==> src/rtl/mem_port_arbiter_if.sv <==
// Request/response bundle for the shared memory port arbiter: the inst-side
// and data-side requester handshakes plus the single downstream memory port.
// "master" is the environment (requesters and memory slave); "slave" is the arbiter.
interface mem_port_arbiter_if #(
    parameter int ADDR_W = 32,
    parameter int DATA_W = 32
);
    logic                inst_req;
    logic                inst_wr;
    logic [1:0]          inst_size;
    logic [ADDR_W-1:0]   inst_addr;
    logic [DATA_W/8-1:0] inst_wstrb;
    logic [DATA_W-1:0]   inst_wdata;
    logic                inst_addr_ok;
    logic                inst_data_ok;
    logic [DATA_W-1:0]   inst_rdata;

    logic                data_req;
    logic                data_wr;
    logic [1:0]          data_size;
    logic [ADDR_W-1:0]   data_addr;
    logic [DATA_W/8-1:0] data_wstrb;
    logic [DATA_W-1:0]   data_wdata;
    logic                data_addr_ok;
    logic                data_data_ok;
    logic [DATA_W-1:0]   data_rdata;

    logic                mem_req;
    logic                mem_wr;
    logic [1:0]          mem_size;
    logic [ADDR_W-1:0]   mem_addr;
    logic [DATA_W/8-1:0] mem_wstrb;
    logic [DATA_W-1:0]   mem_wdata;
    logic                mem_addr_ok;
    logic                mem_data_ok;
    logic [DATA_W-1:0]   mem_rdata;

    modport master (
        output inst_req, inst_wr, inst_size, inst_addr, inst_wstrb, inst_wdata,
        input  inst_addr_ok, inst_data_ok, inst_rdata,
        output data_req, data_wr, data_size, data_addr, data_wstrb, data_wdata,
        input  data_addr_ok, data_data_ok, data_rdata,
        input  mem_req, mem_wr, mem_size, mem_addr, mem_wstrb, mem_wdata,
        output mem_addr_ok, mem_data_ok, mem_rdata
    );

    modport slave (
        input  inst_req, inst_wr, inst_size, inst_addr, inst_wstrb, inst_wdata,
        output inst_addr_ok, inst_data_ok, inst_rdata,
        input  data_req, data_wr, data_size, data_addr, data_wstrb, data_wdata,
        output data_addr_ok, data_data_ok, data_rdata,
        output mem_req, mem_wr, mem_size, mem_addr, mem_wstrb, mem_wdata,
        input  mem_addr_ok, mem_data_ok, mem_rdata
    );
endinterface

==> src/rtl/mem_port_arbiter.sv <==
// Shares one SRAM-like memory port between the inst and data requesters.
// One transaction at a time: IDLE picks a winner and latches its request,
// REQ presents it downstream until accepted, RESP waits for the response.
// Handshake acks are combinational from the downstream handshake so a
// single-cycle slave sees no added latency beyond the grant cycle.
module mem_port_arbiter #(
    parameter int ADDR_W   = 32,
    parameter int DATA_W   = 32,
    parameter int ARB_MODE = 1    // 0: data always wins ties, 1: round-robin
) (
    input  logic              clk,
    input  logic              reset,
    mem_port_arbiter_if.slave bus
);
    typedef enum logic [1:0] {S_IDLE, S_REQ, S_RESP} state_t;

    state_t              r_state;
    state_t              w_state_nxt;
    logic                r_owner;       // 0 = inst, 1 = data
    logic                r_last_grant;  // 0 = inst, 1 = data
    logic                r_wr;
    logic [1:0]          r_size;
    logic [ADDR_W-1:0]   r_addr;
    logic [DATA_W/8-1:0] r_wstrb;
    logic [DATA_W-1:0]   r_wdata;

    logic                w_any_req;
    logic                w_pick_data;
    logic                w_grant;
    logic                w_mem_req;
    logic                w_addr_ok;
    logic                w_data_ok;

    assign w_any_req = bus.inst_req | bus.data_req;
    assign w_grant   = (r_state == S_IDLE) && w_any_req;

    // Winner selection: a lone requester wins; ties follow ARB_MODE.
    always_comb begin
        w_pick_data = 1'b0;
        if (bus.data_req && !bus.inst_req) begin
            w_pick_data = 1'b1;
        end else if (bus.data_req && bus.inst_req) begin
            w_pick_data = (ARB_MODE == 0) ? 1'b1 : ~r_last_grant;
        end
    end

    // State register; reset aborts any transaction in flight.
    always_ff @(posedge clk or posedge reset) begin
        if (reset) begin
            r_state <= S_IDLE;
        end else begin
            r_state <= w_state_nxt;
        end
    end

    // Capture the winner and its request fields at grant time so the
    // downstream request stays stable even if the requester misbehaves.
    always_ff @(posedge clk or posedge reset) begin
        if (reset) begin
            r_owner      <= 1'b0;
            r_last_grant <= 1'b0;
            r_wr         <= 1'b0;
            r_size       <= '0;
            r_addr       <= '0;
            r_wstrb      <= '0;
            r_wdata      <= '0;
        end else if (w_grant) begin
            r_owner      <= w_pick_data;
            r_last_grant <= w_pick_data;
            r_wr         <= w_pick_data ? bus.data_wr    : bus.inst_wr;
            r_size       <= w_pick_data ? bus.data_size  : bus.inst_size;
            r_addr       <= w_pick_data ? bus.data_addr  : bus.inst_addr;
            r_wstrb      <= w_pick_data ? bus.data_wstrb : bus.inst_wstrb;
            r_wdata      <= w_pick_data ? bus.data_wdata : bus.inst_wdata;
        end
    end

    // Next state and downstream handshake; a zero-latency slave may accept
    // and respond in the same REQ cycle, which returns straight to IDLE.
    always_comb begin
        w_state_nxt = r_state;
        w_mem_req   = 1'b0;
        w_addr_ok   = 1'b0;
        w_data_ok   = 1'b0;
        case (r_state)
            S_IDLE: begin
                if (w_any_req) w_state_nxt = S_REQ;
            end
            S_REQ: begin
                w_mem_req = 1'b1;
                if (bus.mem_addr_ok) begin
                    w_addr_ok = 1'b1;
                    if (bus.mem_data_ok) begin
                        w_data_ok   = 1'b1;
                        w_state_nxt = S_IDLE;
                    end else begin
                        w_state_nxt = S_RESP;
                    end
                end
            end
            S_RESP: begin
                if (bus.mem_data_ok) begin
                    w_data_ok   = 1'b1;
                    w_state_nxt = S_IDLE;
                end
            end
            default: w_state_nxt = S_IDLE;
        endcase
    end

    assign bus.mem_req      = w_mem_req;
    assign bus.mem_wr       = r_wr;
    assign bus.mem_size     = r_size;
    assign bus.mem_addr     = r_addr;
    assign bus.mem_wstrb    = r_wstrb;
    assign bus.mem_wdata    = r_wdata;

    assign bus.inst_addr_ok = w_addr_ok & ~r_owner;
    assign bus.data_addr_ok = w_addr_ok &  r_owner;
    assign bus.inst_data_ok = w_data_ok & ~r_owner;
    assign bus.data_data_ok = w_data_ok &  r_owner;

    // Read data is a plain pass-through, forced quiet while reset is held.
    assign bus.inst_rdata   = reset ? '0 : bus.mem_rdata;
    assign bus.data_rdata   = reset ? '0 : bus.mem_rdata;
endmodule

==> src/flat_wrapper.sv <==
// flat-port wrapper written by rule: the top's interface ports become plain ports
module mem_port_arbiter_flat 
#(
    parameter int ADDR_W   = 32,
    parameter int DATA_W   = 32,
    parameter int ARB_MODE = 1                                               
)
  (clk, reset, bus_inst_req, bus_inst_wr, bus_inst_size, bus_inst_addr, bus_inst_wstrb, bus_inst_wdata, bus_inst_addr_ok, bus_inst_data_ok, bus_inst_rdata, bus_data_req, bus_data_wr, bus_data_size, bus_data_addr, bus_data_wstrb, bus_data_wdata, bus_data_addr_ok, bus_data_data_ok, bus_data_rdata, bus_mem_req, bus_mem_wr, bus_mem_size, bus_mem_addr, bus_mem_wstrb, bus_mem_wdata, bus_mem_addr_ok, bus_mem_data_ok, bus_mem_rdata);
  mem_port_arbiter_if #(.ADDR_W(ADDR_W), .DATA_W(DATA_W)) bus_i ();
  input  logic clk;
  input  logic reset;
  input wire logic [$bits(bus_i.inst_req)-1:0] bus_inst_req;
  input wire logic [$bits(bus_i.inst_wr)-1:0] bus_inst_wr;
  input wire logic [$bits(bus_i.inst_size)-1:0] bus_inst_size;
  input wire logic [$bits(bus_i.inst_addr)-1:0] bus_inst_addr;
  input wire logic [$bits(bus_i.inst_wstrb)-1:0] bus_inst_wstrb;
  input wire logic [$bits(bus_i.inst_wdata)-1:0] bus_inst_wdata;
  output wire logic [$bits(bus_i.inst_addr_ok)-1:0] bus_inst_addr_ok;
  output wire logic [$bits(bus_i.inst_data_ok)-1:0] bus_inst_data_ok;
  output wire logic [$bits(bus_i.inst_rdata)-1:0] bus_inst_rdata;
  input wire logic [$bits(bus_i.data_req)-1:0] bus_data_req;
  input wire logic [$bits(bus_i.data_wr)-1:0] bus_data_wr;
  input wire logic [$bits(bus_i.data_size)-1:0] bus_data_size;
  input wire logic [$bits(bus_i.data_addr)-1:0] bus_data_addr;
  input wire logic [$bits(bus_i.data_wstrb)-1:0] bus_data_wstrb;
  input wire logic [$bits(bus_i.data_wdata)-1:0] bus_data_wdata;
  output wire logic [$bits(bus_i.data_addr_ok)-1:0] bus_data_addr_ok;
  output wire logic [$bits(bus_i.data_data_ok)-1:0] bus_data_data_ok;
  output wire logic [$bits(bus_i.data_rdata)-1:0] bus_data_rdata;
  output wire logic [$bits(bus_i.mem_req)-1:0] bus_mem_req;
  output wire logic [$bits(bus_i.mem_wr)-1:0] bus_mem_wr;
  output wire logic [$bits(bus_i.mem_size)-1:0] bus_mem_size;
  output wire logic [$bits(bus_i.mem_addr)-1:0] bus_mem_addr;
  output wire logic [$bits(bus_i.mem_wstrb)-1:0] bus_mem_wstrb;
  output wire logic [$bits(bus_i.mem_wdata)-1:0] bus_mem_wdata;
  input wire logic [$bits(bus_i.mem_addr_ok)-1:0] bus_mem_addr_ok;
  input wire logic [$bits(bus_i.mem_data_ok)-1:0] bus_mem_data_ok;
  input wire logic [$bits(bus_i.mem_rdata)-1:0] bus_mem_rdata;
  assign bus_i.inst_req = bus_inst_req;
  assign bus_i.inst_wr = bus_inst_wr;
  assign bus_i.inst_size = bus_inst_size;
  assign bus_i.inst_addr = bus_inst_addr;
  assign bus_i.inst_wstrb = bus_inst_wstrb;
  assign bus_i.inst_wdata = bus_inst_wdata;
  assign bus_inst_addr_ok = bus_i.inst_addr_ok;
  assign bus_inst_data_ok = bus_i.inst_data_ok;
  assign bus_inst_rdata = bus_i.inst_rdata;
  assign bus_i.data_req = bus_data_req;
  assign bus_i.data_wr = bus_data_wr;
  assign bus_i.data_size = bus_data_size;
  assign bus_i.data_addr = bus_data_addr;
  assign bus_i.data_wstrb = bus_data_wstrb;
  assign bus_i.data_wdata = bus_data_wdata;
  assign bus_data_addr_ok = bus_i.data_addr_ok;
  assign bus_data_data_ok = bus_i.data_data_ok;
  assign bus_data_rdata = bus_i.data_rdata;
  assign bus_mem_req = bus_i.mem_req;
  assign bus_mem_wr = bus_i.mem_wr;
  assign bus_mem_size = bus_i.mem_size;
  assign bus_mem_addr = bus_i.mem_addr;
  assign bus_mem_wstrb = bus_i.mem_wstrb;
  assign bus_mem_wdata = bus_i.mem_wdata;
  assign bus_i.mem_addr_ok = bus_mem_addr_ok;
  assign bus_i.mem_data_ok = bus_mem_data_ok;
  assign bus_i.mem_rdata = bus_mem_rdata;
  mem_port_arbiter #(.ADDR_W(ADDR_W), .DATA_W(DATA_W), .ARB_MODE(ARB_MODE)) u_core (.clk(clk), .reset(reset), .bus(bus_i));
endmodule
==> config.mk <==
export PLATFORM = sky130hd
export DESIGN_NAME = mem_port_arbiter_flat
export DESIGN_NICKNAME = d
export VERILOG_FILES = /design/src/rtl/mem_port_arbiter_if.sv /design/src/rtl/mem_port_arbiter.sv /design/src/flat_wrapper.sv
export SDC_FILE = /design/constraint.sdc
export NUM_CORES = 1
export LEC_CHECK = 0
export ABC_AREA = 1
export ABC_CLOCK_PERIOD_IN_PS = 4700
export BUFFER_PORTS_ARGS = -buffer_cell sky130_fd_sc_hd__buf_2
export CAP_MARGIN = 25
export CORE_AREA = 8 8 116 118
export DETAILED_ROUTE_END_ITERATION = 6
export DIE_AREA = 0 0 124 126
export GPL_ROUTABILITY_DRIVEN = 0
export PLACE_DENSITY = 0.79
export SYNTH_ARGS = -nofsm -noshare
export SYNTH_HDL_FRONTEND = slang
export SYNTH_SLANG_ARGS = --single-unit
==> constraint.sdc <==
create_clock -name clk -period 4.7 [get_ports clk]
set_clock_uncertainty 0.05 [all_clocks]
set_input_delay 0.94 -clock clk [delete_from_list [all_inputs] [get_ports clk]]
set_output_delay 0.94 -clock clk [all_outputs]
set_load 0.1 [all_outputs]
==> impl_metrics.json, run 1 <==
{
  "synth_cells": 676,
  "dieWidth_um": 124,
  "grt_pass1_vias": 4999,
  "clock_path_buffers": 2,
  "grt_util_all_layers_pct": 20.3,
  "min_period_ns": 2.92,
  "area_delta_synth_final_pct": 35.6,
  "clk_latency_ns": 0.32,
  "nets": 1124,
  "grt_pass1_wl_um": 25200,
  "cp.required_ns": 3.71,
  "ios": 320,
  "io_buffers": 319,
  "via_count": 5000,
  "rows": 40,
  "ys_top_cells_by_area": "dfrtp_1, nand2_1, nand3b_1",
  "arrival_ns": 1.93,
  "yosysTopAreaCellShare_pct": 39.6,
  "synth_area_leader_cell": "dfrtp_1",
  "clk_pin_slew_ns": 0.05,
  "rsz0062_at_grt": "false",
  "cts_buffers": 9,
  "finalSetupTns_ns": 0,
  "core_area_um2": 11700,
  "drc": 0,
  "wl_per_cell_um": 15.1,
  "synth.avg_cell_area_um2": 6.92,
  "outcome": "completed",
  "finalWirelength_um": 16500,
  "yosysSeqAreaShare_pct": 39.6,
  "cts_htree_levels": 3,
  "syn_area_um2": 4680,
  "grt_max_degree": 72,
  "cts_resized": 0,
  "dpl.hpwl_um": 12400,
  "viasPerCell": 4.58,
  "drive_above_1_share_pct": 36.2,
  "start_util_pct": 39.9,
  "max_freq_ghz": 0.342,
  "tightest_slew_ns": 0.804,
  "slew_headroom_pct": 46.4,
  "setup-violations-final": 0,
  "crit_type": "input pin to primary output",
  "hold_violations": 0,
  "synth_fp_nets": 860,
  "antenna_found_initial": 2,
  "clock_sinks": 74,
  "hold_class": "flop to flop",
  "antenna_left": 0,
  "fin_crit_sh_pct": 62.2,
  "timing.final.max_slew_violations": 0,
  "yosysWarnings": 0,
  "startpoint_type": "input pin",
  "grt_overflow": 0,
  "first_pass_iters": 5,
  "drt-initial-drc-count": 189,
  "die_y_um": 126,
  "cap_violations": 0,
  "die_area_um2": 15600,
  "end_kind": "primary output",
  "n_fill_cell": 1161,
  "path_max_fanout": 33,
  "cts_setup_buffers": 0,
  "cts_tree": "yes",
  "yosysUniqueCellTypes": 18,
  "holdBufCountCts": 0,
  "clk_root_buffer_cell": "clkbuf_16",
  "synth_seq_cells": 74
}
[path summary, 6_finish.rpt]
| kind | depth (start not counted) | endpoint | slack, ns | from |
|---|---|---|---|---|
| worst min register to register | 2 | u_core.bus.mem_wstrb[3] | 0.42 | u_core.bus.mem_wstrb[3] |
| worst min-delay path | 2 | u_core.bus.mem_wstrb[3] | 0.42 | u_core.bus.mem_wstrb[3] |
| worst max register to register | 8 | u_core.bus.mem_addr[20] | 2.51 | u_core.r_state[0] |
| min in group asynchronous | 2 | u_core.bus.mem_size[1] | 0.92 | reset |
| max in group asynchronous | 3 | u_core.bus.mem_addr[10] | 2.79 | reset |
| worst max-delay path | 3 | bus_inst_rdata[25] | 1.78 | reset |
[area by class of cell]
class / count / area [µm²] / share of cell area (%)
Multi-Input combinational cell: 417 / 1980 / 31.3
Sequential cell: 74 / 1850 / 29.2
Timing Repair Buffer: 325 / 1640 / 25.9
Inverter: 113 / 425 / 6.71
Clock buffer: 14 / 254 / 4.00
Tap cell: 147 / 184 / 2.90
Antenna cell: 1 / 2.50 / 0.0395
[through the flow]
step	setup WS, ns	util [%]	cells	hold WS, ns	cell area (µm²)
finish	1.78	54.2	1091	0.419	6340
global route	1.68	54.2	1091	0.439	6340
CTS	1.76	54.1	1090	0.425	6340
detailed placement	1.76	52.0	1076	0.409	6090
global placement	1.79	52.0	1076	0.407	6090
floorplan	0.635	-	676	0.417	4680
[per-layer routing]
layer / vias to the layer above / track usage, % / share of wire [%]
li1: 2533 / - / -
met1: 2206 / 21.2 / 38
met2: 233 / 37.8 / 51
met3: 26 / 5.85 / 8.9
met4: 2 / 6.02 / 2.1
met5: - / 0 / 0.049
[cells by family after synthesis]
group                      after synthesis  synth area share [%]
and+or+nand+nor                        411                  41.1
buffers and inverters                  185                  18.0
DFF                                     74                  39.6
adders and majority gates                4                  1.07
AOI/OAI and AO/OA                        2                 0.267
[cell usage after synthesis]
cell type  count
buf_4         32
buf_2         22
buf_1          1
nand3b_1      71
inv_2          1
nand3_1       75
nor3_1         2
a21o_1         1
inv_1        112
nor2_2         1
o21ai_0        1
nand2_1      223
nor2_1        36
dfrtp_1       74
clkbuf_1      17
nor2_4         1
ha_1           4
nand2_2        2
[state kept, by name, summed over array words and instances, names as in the netlist]
name / count
u_core.r_owner: 1
u_core.bus.mem_wdata: 32
u_core.r_state: 2
u_core.bus.mem_wstrb: 4
u_core.bus.mem_size: 2
u_core.bus.mem_addr: 32
u_core.bus.mem_wr: 1
[layout by cell type, fill, tap and decap left out, drive strengths merged]
master / instances
nand3: 75
clkinv: 1
nor3: 2
dfrtp: 74
clkbuf: 14
diode: 1
o21ai: 1
buf: 325
nand2: 225
nand3b: 71
ha: 4
inv: 112
a21o: 1
nor2: 38
[worst max-delay path, cell delays in order]
cell and delay [ns]:
buf_2 0.27, nor2_1 0.24, buf_2 0.46
Power of run 1 is left out: the tool's default activity adds up to more than one toggle a clock period on the data nets, which glitch-free logic cannot reach.
==> run 2, diff against run 1 <==
--- a/config.mk
+++ b/config.mk
@@ -6,14 +6,14 @@
 export NUM_CORES = 1
 export LEC_CHECK = 0
 export ABC_AREA = 1
-export ABC_CLOCK_PERIOD_IN_PS = 4700
+export ABC_CLOCK_PERIOD_IN_PS = 2600
 export BUFFER_PORTS_ARGS = -buffer_cell sky130_fd_sc_hd__buf_2
 export CAP_MARGIN = 25
-export CORE_AREA = 8 8 116 118
+export CORE_MARGIN = 8
+export CORE_UTILIZATION = 38
 export DETAILED_ROUTE_END_ITERATION = 6
-export DIE_AREA = 0 0 124 126
 export GPL_ROUTABILITY_DRIVEN = 0
-export PLACE_DENSITY = 0.79
+export PLACE_DENSITY = 0.77
 export SYNTH_ARGS = -nofsm -noshare
 export SYNTH_HDL_FRONTEND = slang
 export SYNTH_SLANG_ARGS = --single-unit
==> constraint.sdc (replaced) <==
create_clock -name clk -period 2.6 [get_ports clk]
set_clock_uncertainty 0.05 [all_clocks]
set_input_delay 0.52 -clock clk [delete_from_list [all_inputs] [get_ports clk]]
set_output_delay 0.52 -clock clk [all_outputs]
set_load 0.1 [all_outputs]
==> run 2 against run 1 <==
  * Count of clock-buffer cells in the layout decreased by 3
  * Sequential cell count is the same
  * Non-clock buffer count up 5
  * Core utilization up 0.27 points
  * Critical path type is now flop to primary output
  * Sequential share of layout area is 0.87 points lower
  * Via count increased by 2.0%
  * Highest routed layer is now met4
  * Cell area grew 3.1%
  * Die area grew 3.1%
==> impl_metrics.json, run 2 (synthesis gave the netlist of run 1 again) <==
{
  "outcome": "completed",
  "grt_max_degree": 75,
  "drive_above_1_share_pct": 38.2,
  "grt_pass1_vias": 5188,
  "io_buffers": 319,
  "finish.instance_area_um2": 6540,
  "cp_top_family": "buffers and inverters",
  "cts_tree": "yes",
  "arrival_ns": 1.86,
  "die_area_um2": 16100,
  "end_kind": "primary output",
  "holdBufCountCts": 0,
  "rsz0062_at_grt": "false",
  "slew_headroom_pct": 50.6,
  "tightest_slew_ns": 0.742,
  "first_pass_iters": 4,
  "final_cell_mix": "buf_2, nand2_1, inv_1",
  "area_delta_synth_final_pct": 39.8,
  "grt_pass1_wl_um": 25900,
  "core_area_um2": 12000,
  "layout_commonest_cell": "buf_2",
  "antenna_found_initial": 4,
  "clock_path_buffers": 2,
  "timing.final.max_slew_violations": 0,
  "cts_setup_buffers": 0,
  "drt-initial-drc-count": 276,
  "clock_sinks": 74,
  "max_stage_delay_ns": 0.43,
  "startpoint_type": "flop",
  "worst-path-buf-inv": 2,
  "cts_buffers": 9,
  "final_util_pct": 54.4,
  "min_period_ns": 2.43,
  "crit_type": "flop to primary output",
  "n_fill_cell": 1203,
  "post_dp_cell_area_um2": 6220,
  "hold_slack_ns": 0.421,
  "start_util_pct": 38.9,
  "grt_overflow": 0,
  "r2r_setup_slack_ns": 0.82,
  "fin_crit_sh_pct": 93.5,
  "dieWidth_um": 127,
  "multi_input_area_um2": 2050,
  "hold_violations": 0,
  "crit_chain": "inv_1 > ha_1 > a21o_1 > nand3_1 > nor2_4 > buf_2",
  "path_max_fanout": 3,
  "antenna_left": 0,
  "slowest_stage": "buf_2",
  "ios": 320,
  "cp.required_ns": 2.03,
  "nets": 1129,
  "clk_root_buffer_cell": "clkbuf_16",
  "clk_pin_slew_ns": 0.06,
  "die_y_um": 127,
  "rows": 40,
  "viasPerCell": 4.63,
  "hold_class": "flop to flop",
  "max_freq_ghz": 0.411,
  "cap_violations": 0,
  "finalWirelength_um": 16700,
  "dpl.hpwl_um": 13000,
  "cts_htree_levels": 3,
  "setup-violations-final": 0,
  "drc": 0,
  "wl_per_cell_um": 15.1,
  "clk_latency_ns": 0.32,
  "grt_util_all_layers_pct": 19.9,
  "via_count": 5100,
  "seq_area_um2": 1850,
  "cts_resized": 0
}
## run 2: per-stage QoR
stage / worst slack, ns / std cells / setup TNS (ns)
2_1_floorplan: -0.715 / 676 / -45.04
3_3_place_gp: 0.383 / 1081 / 0
3_5_place_dp: 0.372 / 1081 / 0
4_1_cts: 0.151 / 1097 / 0
5_1_grt: 0.0551 / 1101 / 0
6_report: 0.168 / 1101 / 0
## run 2: worst paths after layout
path,start,endpoint,cells past startpoint
min in group asynchronous,reset,u_core.bus.mem_wdata[31],3
max,u_core.r_state[1],bus_inst_data_ok,6
max reg2reg,u_core.r_state[0],u_core.bus.mem_addr[8],8
max in group asynchronous,reset,u_core.bus.mem_wdata[2],3
min reg2reg,u_core.bus.mem_wdata[18],u_core.bus.mem_wdata[18],2
min,u_core.bus.mem_wdata[18],u_core.bus.mem_wdata[18],2
## run 2: tightest hold or removal path: stages, from the launching register on
cell and delay (ns):
dfrtp_1 0.33, nand2_1 0.05, nand2_1 0.05
## run 2: area by class of cell
cell class	count	area share [%]
Multi-Input combinational cell	417	31.3
Inverter	113	6.49
Clock inverter	5	0.804
Timing Repair Buffer	330	26.3
Antenna cell	4	0.153
Sequential cell	74	28.3
Tap cell	147	2.81
Clock buffer	11	3.87
## run 2: metal layers
metal,wire length [µm],GRT usage (%),vias to the layer above
li1,-,-,2547
met1,6200,20.7,2290
met2,8410,35.6,231
met3,1570,6.54,32
met4,478,9.66,0
met5,0,0,-
Power of run 2 is left out for the same reason.
